[src/rtl/fft_pkg.sv]
// Shared types and helpers for the 4-point sequential inverse FFT.
package fft_pkg;

  localparam int unsigned FFT_WIDTH = 32;
  localparam int unsigned FFT_HALF  = FFT_WIDTH / 2;

  typedef enum logic [1:0] {
    LOAD   = 2'd0,
    STAGE1 = 2'd1,
    STAGE2 = 2'd2,
    DRAIN  = 2'd3
  } state_t;

  // Pack real/imag halves into one complex word (real in the upper half).
  function automatic logic [FFT_WIDTH-1:0] cpack(input logic signed [FFT_HALF-1:0] re,
                                                 input logic signed [FFT_HALF-1:0] im);
    return {re, im};
  endfunction

  // Real half of a packed complex word.
  function automatic logic signed [FFT_HALF-1:0] cre(input logic [FFT_WIDTH-1:0] s);
    return s[FFT_WIDTH-1:FFT_HALF];
  endfunction

  // Imaginary half of a packed complex word.
  function automatic logic signed [FFT_HALF-1:0] cim(input logic [FFT_WIDTH-1:0] s);
    return s[FFT_HALF-1:0];
  endfunction

endpackage

[src/rtl/ifft4_seq_if.sv]
// Sample-in / sample-out valid-ready bus of the 4-point inverse FFT.
interface ifft4_seq_if #(
  parameter int unsigned WIDTH = fft_pkg::FFT_WIDTH
);
  logic             in_valid;
  logic             in_ready;
  logic [WIDTH-1:0] in_data;
  logic             out_valid;
  logic             out_ready;
  logic [WIDTH-1:0] out_data;
  logic             out_last;

  modport master (
    output in_valid, in_data, out_ready,
    input  in_ready, out_valid, out_data, out_last
  );

  modport slave (
    input  in_valid, in_data, out_ready,
    output in_ready, out_valid, out_data, out_last
  );
endinterface

[src/rtl/ifft4_half_bfly.sv]
// One real-valued radix-2 butterfly: (a+b)/2 and (a-b)/2 with floor rounding.
module ifft4_half_bfly #(
  parameter int unsigned HALF = 16
) (
  input  logic signed [HALF-1:0] a,
  input  logic signed [HALF-1:0] b,
  output logic signed [HALF-1:0] sum_c,
  output logic signed [HALF-1:0] dif_c
);
  localparam int unsigned EXT = HALF + 1;

  logic [EXT-1:0] sum_w;
  logic [EXT-1:0] dif_w;
  logic           unused_lsb;

  // Sign-extend by one bit so the sum/difference cannot wrap, then drop the LSB (floor /2).
  always_comb begin
    sum_w = {a[HALF-1], a} + {b[HALF-1], b};
    dif_w = {a[HALF-1], a} - {b[HALF-1], b};
    sum_c = sum_w[EXT-1:1];
    dif_c = dif_w[EXT-1:1];
  end

  assign unused_lsb = sum_w[0] ^ dif_w[0];

endmodule

[src/rtl/ifft4_seq.sv]
// Sequential 4-point inverse DFT: load 4 samples, two radix-2 stages, drain 4 samples.
module ifft4_seq
  import fft_pkg::*;
#(
  parameter int unsigned WIDTH = FFT_WIDTH
) (
  input  logic        clk,
  input  logic        rst_n,
  ifft4_seq_if.slave  bus,
  output logic        busy
);
  localparam int unsigned HALF = WIDTH / 2;

  state_t state_q, state_n;
  logic [1:0]       cnt_q, cnt_n;
  logic [1:0]       oidx_q, oidx_n;
  logic [WIDTH-1:0] xin_q [4];
  logic [WIDTH-1:0] xin_n [4];
  logic [WIDTH-1:0] a_q   [4];
  logic [WIDTH-1:0] a_n   [4];
  logic [WIDTH-1:0] y_q   [4];
  logic [WIDTH-1:0] y_n   [4];
  logic [WIDTH-1:0] out_data_q, out_data_n;
  logic             in_ready_q, in_ready_n;
  logic             out_valid_q, out_valid_n;
  logic             out_last_q, out_last_n;
  logic             busy_q, busy_n;

  logic signed [HALF-1:0] xr [4];
  logic signed [HALF-1:0] xi [4];
  logic signed [HALF-1:0] ar [4];
  logic signed [HALF-1:0] ai [4];

  logic signed [HALF-1:0] s1_a0r, s1_a1r, s1_a0i, s1_a1i;
  logic signed [HALF-1:0] s1_a2r, s1_a3i, s1_a2i, s1_a3r;
  logic signed [HALF-1:0] s2_x0r, s2_x2r, s2_x0i, s2_x2i;
  logic signed [HALF-1:0] s2_x1r, s2_x3r, s2_x1i, s2_x3i;

  // Split stored samples and stage-1 results into real/imag halves.
  always_comb begin
    for (int k = 0; k < 4; k++) begin
      xr[k] = xin_q[k][WIDTH-1:HALF];
      xi[k] = xin_q[k][HALF-1:0];
      ar[k] = a_q[k][WIDTH-1:HALF];
      ai[k] = a_q[k][HALF-1:0];
    end
  end

  // Stage 1: a0/a1 from X0,X2; a2 and j*(X1-X3) from X1,X3 (operand swap folds the negation in).
  ifft4_half_bfly #(.HALF(HALF)) u_s1_02r (.a(xr[0]), .b(xr[2]), .sum_c(s1_a0r), .dif_c(s1_a1r));
  ifft4_half_bfly #(.HALF(HALF)) u_s1_02i (.a(xi[0]), .b(xi[2]), .sum_c(s1_a0i), .dif_c(s1_a1i));
  ifft4_half_bfly #(.HALF(HALF)) u_s1_13r (.a(xr[1]), .b(xr[3]), .sum_c(s1_a2r), .dif_c(s1_a3i));
  ifft4_half_bfly #(.HALF(HALF)) u_s1_31i (.a(xi[3]), .b(xi[1]), .sum_c(s1_a2i), .dif_c(s1_a3r));

  // Stage 2: x0/x2 from a0,a2; x1/x3 from a1,a3.
  ifft4_half_bfly #(.HALF(HALF)) u_s2_02r (.a(ar[0]), .b(ar[2]), .sum_c(s2_x0r), .dif_c(s2_x2r));
  ifft4_half_bfly #(.HALF(HALF)) u_s2_02i (.a(ai[0]), .b(ai[2]), .sum_c(s2_x0i), .dif_c(s2_x2i));
  ifft4_half_bfly #(.HALF(HALF)) u_s2_13r (.a(ar[1]), .b(ar[3]), .sum_c(s2_x1r), .dif_c(s2_x3r));
  ifft4_half_bfly #(.HALF(HALF)) u_s2_13i (.a(ai[1]), .b(ai[3]), .sum_c(s2_x1i), .dif_c(s2_x3i));

  // Next-state, datapath and registered-output decode.
  always_comb begin
    state_n    = state_q;
    cnt_n      = cnt_q;
    oidx_n     = oidx_q;
    xin_n      = xin_q;
    a_n        = a_q;
    y_n        = y_q;
    out_data_n = out_data_q;

    case (state_q)
      LOAD: begin
        if (bus.in_valid && in_ready_q) begin
          xin_n[cnt_q] = bus.in_data;
          cnt_n        = cnt_q + 2'd1;
          if (cnt_q == 2'd3) begin
            state_n = STAGE1;
          end
        end
      end
      STAGE1: begin
        a_n[0]  = {s1_a0r, s1_a0i};
        a_n[1]  = {s1_a1r, s1_a1i};
        a_n[2]  = {s1_a2r, s1_a2i};
        a_n[3]  = {s1_a3r, s1_a3i};
        state_n = STAGE2;
      end
      STAGE2: begin
        y_n[0]     = {s2_x0r, s2_x0i};
        y_n[1]     = {s2_x1r, s2_x1i};
        y_n[2]     = {s2_x2r, s2_x2i};
        y_n[3]     = {s2_x3r, s2_x3i};
        out_data_n = {s2_x0r, s2_x0i};
        oidx_n     = 2'd0;
        state_n    = DRAIN;
      end
      DRAIN: begin
        if (bus.out_ready) begin
          if (oidx_q == 2'd3) begin
            oidx_n     = 2'd0;
            cnt_n      = 2'd0;
            out_data_n = '0;
            state_n    = LOAD;
          end else begin
            oidx_n     = 2'(oidx_q + 2'd1);
            out_data_n = y_q[2'(oidx_q + 2'd1)];
          end
        end
      end
      default: begin
        state_n = LOAD;
        cnt_n   = 2'd0;
        oidx_n  = 2'd0;
      end
    endcase

    in_ready_n  = (state_n == LOAD);
    out_valid_n = (state_n == DRAIN);
    out_last_n  = (state_n == DRAIN) && (oidx_n == 2'd3);
    busy_n      = !((state_n == LOAD) && (cnt_n == 2'd0));
  end

  // State, sample/stage storage and output registers.
  always_ff @(posedge clk or negedge rst_n) begin
    if (!rst_n) begin
      state_q     <= LOAD;
      cnt_q       <= 2'd0;
      oidx_q      <= 2'd0;
      out_data_q  <= '0;
      in_ready_q  <= 1'b1;
      out_valid_q <= 1'b0;
      out_last_q  <= 1'b0;
      busy_q      <= 1'b0;
      for (int k = 0; k < 4; k++) begin
        xin_q[k] <= '0;
        a_q[k]   <= '0;
        y_q[k]   <= '0;
      end
    end else begin
      state_q     <= state_n;
      cnt_q       <= cnt_n;
      oidx_q      <= oidx_n;
      out_data_q  <= out_data_n;
      in_ready_q  <= in_ready_n;
      out_valid_q <= out_valid_n;
      out_last_q  <= out_last_n;
      busy_q      <= busy_n;
      for (int k = 0; k < 4; k++) begin
        xin_q[k] <= xin_n[k];
        a_q[k]   <= a_n[k];
        y_q[k]   <= y_n[k];
      end
    end
  end

  assign bus.in_ready  = in_ready_q;
  assign bus.out_valid = out_valid_q;
  assign bus.out_data  = out_data_q;
  assign bus.out_last  = out_last_q;
  assign busy          = busy_q;

endmodule

[src/flat_wrapper.sv]
// flat-port wrapper written by rule: the top's interface ports become plain ports
module ifft4_seq_flat import fft_pkg::*;
#(
  parameter int unsigned WIDTH = FFT_WIDTH
)
  (clk, rst_n, busy, bus_in_valid, bus_in_data, bus_out_ready, bus_in_ready, bus_out_valid, bus_out_data, bus_out_last);
  ifft4_seq_if #(.WIDTH(WIDTH)) bus_i ();
  input  logic clk;
  input  logic rst_n;
  output logic busy;
  input wire logic [$bits(bus_i.in_valid)-1:0] bus_in_valid;
  input wire logic [$bits(bus_i.in_data)-1:0] bus_in_data;
  input wire logic [$bits(bus_i.out_ready)-1:0] bus_out_ready;
  output wire logic [$bits(bus_i.in_ready)-1:0] bus_in_ready;
  output wire logic [$bits(bus_i.out_valid)-1:0] bus_out_valid;
  output wire logic [$bits(bus_i.out_data)-1:0] bus_out_data;
  output wire logic [$bits(bus_i.out_last)-1:0] bus_out_last;
  assign bus_i.in_valid = bus_in_valid;
  assign bus_i.in_data = bus_in_data;
  assign bus_i.out_ready = bus_out_ready;
  assign bus_in_ready = bus_i.in_ready;
  assign bus_out_valid = bus_i.out_valid;
  assign bus_out_data = bus_i.out_data;
  assign bus_out_last = bus_i.out_last;
  ifft4_seq #(.WIDTH(WIDTH)) u_core (.clk(clk), .rst_n(rst_n), .bus(bus_i), .busy(busy));
endmodule
[config.mk]
export PLATFORM = sky130hd
export DESIGN_NAME = ifft4_seq_flat
export DESIGN_NICKNAME = d
export VERILOG_FILES = /design/src/rtl/fft_pkg.sv /design/src/rtl/ifft4_seq_if.sv /design/src/rtl/ifft4_half_bfly.sv /design/src/rtl/ifft4_seq.sv /design/src/flat_wrapper.sv
export SDC_FILE = /design/constraint.sdc
export NUM_CORES = 1
export LEC_CHECK = 0
export CORE_AREA = 2 2 232 234
export CTS_BUF_LIST = sky130_fd_sc_hd__clkbuf_4 sky130_fd_sc_hd__clkbuf_8
export DETAILED_ROUTE_END_ITERATION = 7
export DIE_AREA = 0 0 234 236
export GPL_ROUTABILITY_DRIVEN = 0
export PLACE_DENSITY = 0.69
export REMOVE_ABC_BUFFERS = 1
export SYNTH_ARGS = -nofsm -noshare
export SYNTH_HDL_FRONTEND = slang
export SYNTH_SLANG_ARGS = --single-unit
[constraint.sdc]
create_clock -name clk -period 3.1 [get_ports clk]
set_input_delay 0.62 -clock clk [delete_from_list [all_inputs] [get_ports clk]]
set_output_delay 0.62 -clock clk [all_outputs]
set_load 0.02 [all_outputs]
==> results.toml <==
[route]
viasPerCell = 5.92
drc_errors = 0
wl_per_cell_um = 20.2
drtIter0Drc = 2367
vias = 22500
ant_nets = 0
drt_wl_total_mm = 76.6
drt-pass1-iter-count = 8

[sta]
hold_viol = 0
rsz0062_at_grt = "no"
final.setup.tns_ps = 0
holdWs_ps = 460
slew_viol_final = 0
relSlewSlack = 0.460
period_needed_ps = 2860
skew_ps = 26.9
post-route-period-util = 0.924
tightestPinTransition_ps = 810
fmax_mhz = 349
setup_violations = 0

[die]
dieArea_um2 = 55200
num_io_pins = 72
start_util = 0.540
fp.dieH_um = 236
die_w_um = 234
row_count = 85
fp.coreArea_um2 = 53100

[synthesis]
yosys_warnings = 0
syn_area_um2 = 28700
seq_area_frac_synth = 0.372
synth_ff_type = "dfrtp_1"
async_reset_ff_frac = 1.00
synth_area_leader_cell = "dfrtp_1"
synthTopCellsByCount = "dfrtp_1, a21oi_1, nor2_1"
synth_seq_cells = 426
synth_area_leaders = "dfrtp_1, ha_1, mux2_2"
synth_edf_count = 0
synth_cells = 3021
yosysMostFrequentCell = "dfrtp_1"
avgSynthCellArea_um2 = 9.49
ys_types = 90
synth_top_area_frac = 0.371

[global_route]
grt_pass1_vias = 21700
grt_max_degree = 162
antenna_found_initial = 2
grt.overflow.total = 0
grt_pass1_wl_mm = 121
grt_use_total = 0.280

[cts]
worstSkewPairLatency_ps = 660
path_clk_slew_ps = 60
post_cts_resized = 0
htree_levels = 3
cts_tree = "done"
clock_sinks = 426
root_buffer = "clkbuf_8"
post_cts_buffers = 0
clockBufferDepth = 3
cts_inserted_buffers = 75
ctsHoldBuffers = 1

[final_layout]
ff_latch_area_um2 = 10700
multi_input_area_um2 = 16400
drive_gt1_frac = 0.144
nets = 3347
fin_util = 0.597
fillers = 4434
area_delta_synth_final_pct = 10.6
fin_cells = 3798

[placement]
dpl.hpwl_mm = 57.8
io_buffers = 71
dp.cells = 3664

[setup_path]
cpMaxStageDelayCell = "fa_1"
worstPathRequired_ps = 3600
crit_type = "flip-flop to flip-flop"
cp_max_fo = 5
critPathBufInv = 2
cp-start-kind = "flip-flop"
critical_path.top_delay_family = "compound AO/OA/AOI/OAI gates"
critPathMaxStageDelay_ps = 470
arrival_ps = 3360
endpoint_kind = "flip-flop"
crit_chain = "inv_1, fa_1, nor2b_1, o21ai_1, a21boi_1, o41ai_1, buf_4, o31ai_1, a31oi_1, xor2_1, mux2i_1"

[min_path]
hold_path.class = "input port to async pin"

[run]
cap_violations = 0

[status]
status = "finished, final reports clean"
## layer usage
layer / share of wire / wire [µm] / vias up / global-route usage
li1: - / - / 10500 / -
met1: 0.48 / 36400 / 11000 / 0.427
met2: 0.43 / 33100 / 854 / 0.416
met3: 0.069 / 5300 / 119 / 0.0390
met4: 0.023 / 1750 / 2 / 0.0798
met5: 0.00017 / 13 / - / 0
## cell families (layout without fill, tap and decap cells)
group,Yosys count,after routing,synth area share
flip-flops,426,426,0.372
multiplexers,262,262,0.115
buffers and inverters,418,498,0.0555
adder cells (fa/ha/maj),265,265,0.120
AO/OA/AOI/OAI,754,754,0.165
XOR/XNOR,186,186,0.0568
other,0,1,0
AND/OR/NAND/NOR,710,710,0.116
## cell usage in the layout, fill, tap and decap left out, types with 70 or more instances in the layout
| cell type | count |
|---|---|
| dfrtp_1 | 424 |
| a21oi_1 | 301 |
| nor2_1 | 301 |
| inv_1 | 250 |
| ha_1 | 247 |
| mux2_2 | 209 |
| xnor2_1 | 155 |
| nand2_1 | 119 |
| o21ai_0 | 113 |
| clkbuf_8 | 95 |
| clkdlybuf4s50_1 | 70 |
## path summary, 6_finish.rpt
| path | from | endpoint | slack (ps) | cells past startpoint |
|---|---|---|---|---|
| setup / recovery | u_core.xin_q[81] | u_core.a_q[13] | 240 | 11 |
| hold / removal | rst_n | u_core.xin_q[114] | 460 | 2 |
| setup reg to reg | u_core.xin_q[81] | u_core.a_q[13] | 240 | 11 |
| hold reg to reg | u_core.y_q[127] | u_core.y_q[127] | 490 | 2 |
| max in group asynchronous | rst_n | u_core.oidx_q[0] | 1690 | 3 |
| min in group clk | u_core.y_q[127] | u_core.y_q[127] | 490 | 2 |
## flip-flops by register name, summed over array words and instances, names as in the netlist, 2 cells and up
signal               flops
u_core.xi               64
u_core.a_q             128
u_core.state_q           2
u_core.y_q             128
u_core.oidx_q            2
u_core.cnt_q             2
u_core.bus.out_data     32
u_core.xin_q            64
## final cells by class
cell class,instances,share of cell area
inverter,257,0.0304
sequential,426,0.337
timing repair buffer,109,0.0360
clock buffer,119,0.0470
antenna,1,0.0000790
clock inverter,13,0.00399
tap,696,0.0275
multi-input combinational,2177,0.519
## stage by stage
stage	setup slack (ps)	instance area [µm²]
2_1_floorplan	-4850	28000
3_3_place_gp	368	30100
3_5_place_dp	288	30100
4_1_cts	257	31700
5_1_grt	95.3	31700
6_report	235	31700
Power is left out: the tool's default activity adds up to more than one toggle a clock period on the data nets, which glitch-free logic cannot reach.
